[src/rtl/microsequencer_stack.sv]
// Registered next-microaddress generator with N-way condition select,
// conditional wait and a LIFO microsubroutine call/return stack.
module microsequencer_stack #(
  parameter int AW         = 7,
  parameter int NCOND      = 4,
  parameter int SW         = 2,
  parameter int DEPTH      = 4,
  parameter int RESET_ADDR = 0,
  localparam int SPW       = $clog2(DEPTH + 1)
) (
  input  logic             Clk,
  input  logic             Clr,
  input  logic [AW-1:0]    enc_addr,
  input  logic [NCOND-1:0] cond_in,
  input  logic [2:0]       seq_op,
  input  logic [SW-1:0]    cond_sel,
  input  logic             inv,
  input  logic [AW-1:0]    cr_addr,
  input  logic             hold,
  output logic [AW-1:0]    upa,
  output logic             stack_full,
  output logic             stack_empty,
  output logic             stack_err,
  output logic [SPW-1:0]   sp
);

  localparam int CW = 2 ** SW;
  localparam int IW = (DEPTH > 1) ? $clog2(DEPTH) : 1;
  localparam logic [AW-1:0]  RST_A   = AW'(RESET_ADDR);
  localparam logic [SPW-1:0] SP_FULL = SPW'(DEPTH);

  localparam logic [2:0] OP_JUMP_ENC = 3'b000;
  localparam logic [2:0] OP_JUMP     = 3'b001;
  localparam logic [2:0] OP_INC      = 3'b010;
  localparam logic [2:0] OP_CJUMP    = 3'b011;
  localparam logic [2:0] OP_CWAIT    = 3'b100;
  localparam logic [2:0] OP_CALL     = 3'b101;
  localparam logic [2:0] OP_RET      = 3'b110;
  localparam logic [2:0] OP_FETCH    = 3'b111;

  logic [AW-1:0]  stack_mem [DEPTH];
  logic [CW-1:0]  cond_pad;
  logic           c;
  logic [AW-1:0]  inc;
  logic [AW-1:0]  upa_nxt;
  logic           push;
  logic           pop;
  logic           err_set;
  logic [SPW-1:0] sp_m1;
  logic [IW-1:0]  push_idx;
  logic [IW-1:0]  pop_idx;

  // Zero-padding makes selects beyond NCOND read as 0 without an out-of-range index.
  assign cond_pad = CW'(cond_in);
  assign c        = cond_pad[cond_sel] ^ inv;
  assign inc      = upa + AW'(1);

  assign sp_m1    = sp - SPW'(1);
  assign push_idx = sp[IW-1:0];
  assign pop_idx  = sp_m1[IW-1:0];

  assign stack_full  = (sp == SP_FULL);
  assign stack_empty = (sp == '0);

  always_comb begin
    upa_nxt = upa;
    push    = 1'b0;
    pop     = 1'b0;
    err_set = 1'b0;
    unique case (seq_op)
      OP_JUMP_ENC: upa_nxt = enc_addr;
      OP_JUMP:     upa_nxt = cr_addr;
      OP_INC:      upa_nxt = inc;
      OP_CJUMP:    upa_nxt = c ? cr_addr : inc;
      OP_CWAIT:    upa_nxt = c ? inc : upa;
      OP_CALL: begin
        upa_nxt = cr_addr;
        if (stack_full) err_set = 1'b1;
        else            push    = 1'b1;
      end
      OP_RET: begin
        if (stack_empty) begin
          upa_nxt = RST_A;
          err_set = 1'b1;
        end else begin
          upa_nxt = stack_mem[pop_idx];
          pop     = 1'b1;
        end
      end
      OP_FETCH:    upa_nxt = RST_A;
      default:     upa_nxt = upa;
    endcase
  end

  always_ff @(posedge Clk) begin
    if (Clr) begin
      upa       <= RST_A;
      sp        <= '0;
      stack_err <= 1'b0;
    end else if (!hold) begin
      upa <= upa_nxt;
      if (push) begin
        stack_mem[push_idx] <= inc;
        sp                  <= sp + SPW'(1);
      end else if (pop) begin
        sp <= sp_m1;
      end
      if (err_set) stack_err <= 1'b1;
    end
  end

endmodule
[config.mk]
export PLATFORM = sky130hd
export DESIGN_NAME = microsequencer_stack
export DESIGN_NICKNAME = d
export VERILOG_FILES = /design/src/rtl/microsequencer_stack.sv
export SDC_FILE = /design/constraint.sdc
export NUM_CORES = 1
export LEC_CHECK = 0
export CAP_MARGIN = 5
export CELL_PAD_IN_SITES_DETAIL_PLACEMENT = 0
export CELL_PAD_IN_SITES_GLOBAL_PLACEMENT = 1
export CORE_MARGIN = 5
export CORE_UTILIZATION = 55
export CTS_BUF_LIST = sky130_fd_sc_hd__clkbuf_4
export DETAILED_ROUTE_END_ITERATION = 12
export DONT_BUFFER_PORTS = 1
export HOLD_SLACK_MARGIN = 0.08
export PLACE_DENSITY_LB_ADDON = 0.12
export SLEW_MARGIN = 15
export SYNTH_ARGS = -nofsm -noshare
export SYNTH_HDL_FRONTEND = slang
export SYNTH_SLANG_ARGS = --single-unit
[constraint.sdc]
create_clock -name Clk -period 4.05 [get_ports Clk]
set_input_delay 0.405 -clock Clk [delete_from_list [all_inputs] [get_ports Clk]]
set_output_delay 0.405 -clock Clk [all_outputs]
set_load 0.05 [all_outputs]
==> flow_summary.json <==
{
  "synth_seq_area_share": 0.508,
  "route.vias.total": 1426,
  "ios": 40,
  "period_share": 0.650,
  "rsz0062_at_grt": "no",
  "portBuffers": 0,
  "routabilityCongestion": 0.782,
  "outcome": "finished, final reports clean",
  "cp_max_fo": 8,
  "seqCellArea_um2": 1060,
  "design_area_um2": 2170,
  "ctsHtreeMaxLevel": 2,
  "synthCells": 172,
  "clk_latency_ps": 350,
  "clkTransAtPathRegs_ps": 130,
  "required_ps": 4300,
  "groute.usage.overall": 0.188,
  "synth.area.top_cells": "edfxtp_1, dfxtp_1, mux4_2",
  "tns_ps": 0,
  "die_area_um2": 5130,
  "synthFlopType": "edfxtp_1",
  "cts_buffer_depth": 2,
  "synth_nets": 205,
  "grt_overflow_total": 0,
  "final_hold_viol_count": 0,
  "worst_slew_margin_rel": 0.521,
  "die_y_um": 71.6,
  "setup_viol": 0,
  "clock-root-buffer": "clkbuf_4",
  "worst-r2r-setup-slack_ps": 1420,
  "ys_ff_latch": 39,
  "synthesis.area_um2": 2090,
  "min_path_type": "primary input to flip-flop",
  "max_cap_viol_count": 0,
  "crit_type": "flip-flop to flip-flop",
  "fp-row-count": 22,
  "dp_hpwl_mm": 3.55,
  "cts_tree": "done",
  "p_leak_uw": 0.000760,
  "cts.sinks": 39,
  "post_cts_buffers": 0,
  "grt_pass1_vias": 1458,
  "synth.most_common_cell": "edfxtp_1",
  "vias_per_cell": 6.48,
  "fp.dieW_um": 71.6,
  "multi_input_area_um2": 958,
  "n_fill_cell": 316,
  "wl_per_cell_um": 21.1,
  "startpoint_type": "flip-flop",
  "endpoint_kind": "flip-flop",
  "postLayoutSetupSlackWorst_ps": 1420,
  "drtAntennaViolNets": 0,
  "timing.fmax_mhz": 380,
  "drc": 0,
  "grt_first_pass_wirelength_mm": 7.44,
  "synth.distinct_cells": 40,
  "drive_above_1_share": 0.128,
  "grt_max_degree": 16,
  "cp.arrival_ps": 2880,
  "worst_pin_slew_ps": 717,
  "dr.first_iter.drc_count": 141,
  "yosys_warnings": 0,
  "routed_wl_mm": 4.65,
  "drv_slew": 0,
  "place_ws_ps": 1440,
  "antennaDiodeCount": 0,
  "synth_edf_count": 28,
  "cellPowerDensity_nw_per_um2": 358,
  "antenna_found_initial": 0,
  "post_cts_resized": 0,
  "drtPass1Iterations": 4,
  "peakVddDrop_mv": 0.244,
  "synth_area_leader_cell": "edfxtp_1",
  "core-area_um2": 3660,
  "hold_buffers": 0,
  "numCtsBuffers": 5,
  "syn_avg_cell_area_um2": 12.1,
  "finClkSkew_ps": 15.8,
  "yosysTopAreaCellShare": 0.403,
  "fin_crit_ps": 2630,
  "initial_core_util": 0.570,
  "placed_area_um2": 2120,
  "synth_common_cells": "edfxtp_1, nand2_1, dfxtp_1, nor2_1, o21ai_0",
  "area_delta_synth_final_pct": 4.20,
  "fin_nets": 204,
  "synthArstFlopShare": 0
}
[routing by layer]
layer / vias to the layer above / part of all wire / global-route usage
met1: 699 / 0.41 / 0.242
met2: 57 / 0.49 / 0.307
met3: 7 / 0.081 / 0.0603
met5: - / 0 / 0
met4: 0 / 0.011 / 0.0522
li1: 663 / - / -
[cell families after synthesis]
family	count (synthesis)	share of synthesized area
flops	39	0.508
xor+xnor	7	0.0384
buf+inv	17	0.0324
compound gates	41	0.154
mux	11	0.101
simple gates	49	0.121
fa+ha+maj	8	0.0456
[final cells by class]
| cell class | count | share of cell area |
|---|---|---|
| flip-flops and latches | 39 | 0.488 |
| multi-input cells | 116 | 0.441 |
| well taps | 48 | 0.0276 |
| clock buffers | 5 | 0.0173 |
| inverters | 8 | 0.0138 |
| clock inverters | 3 | 0.00921 |
| repair buffers | 1 | 0.00345 |
[per-stage QoR]
step | cells | total power (uW) | util | hold slack, ps
after floorplan | 172 | 568 | - | 593
after global placement | 212 | 583 | 0.578 | 477
after detailed placement | 212 | 586 | 0.578 | 478
after CTS | 220 | 784 | 0.594 | 84.4
after global routing | 220 | 813 | 0.594 | 82.2
final | 220 | 778 | 0.594 | 96.7
[path summary, 6_finish.rpt]
check,startpoint,to,cells past startpoint
max,sp[1],upa[0],6
min,Clr,sp[2],1
max reg2reg,sp[1],upa[0],6
min reg2reg,stack_err,stack_err,2
[power by group]
group | leakage (uW) | internal [uW] | switching, uW
logic | 0.000386 | 45.7 | 62.4
clock network | 0.0000288 | 66.6 | 135
registers | 0.000345 | 437 | 31.6
total | 0.000760 | 550 | 229
[layout by cell type (no fill, tap or decap), drive strengths merged, types with 2 or more instances in the layout]
master	count
edfxtp	28
nand2	12
dfxtp	11
o21ai	10
nor2	10
inv	8
mux4	8
nand3	6
and3	6
ha	6
xnor2	6
a21oi	5
a221o	5
a221oi	5
o2bb2ai	5
clkbuf	5
or3	4
and2b	4
nor3	3
mux2i	3
nand3b	2
maj3	2
o211ai	2
clkinv	2
[critical path: stages (launching register included)]
cell and delay [ps]:
dfxtp_1 730, inv_1 180, ha_1 560, mux4_2 370, a221o_1 330, a221oi_1 260
o2bb2ai_1 110
[sequential cells by signal (all words and copies together), names as in the netlist]
register,flops
sp,3
upa,7
stack_err,1
stack_mem,28
(Power assumes the default switching activity.)
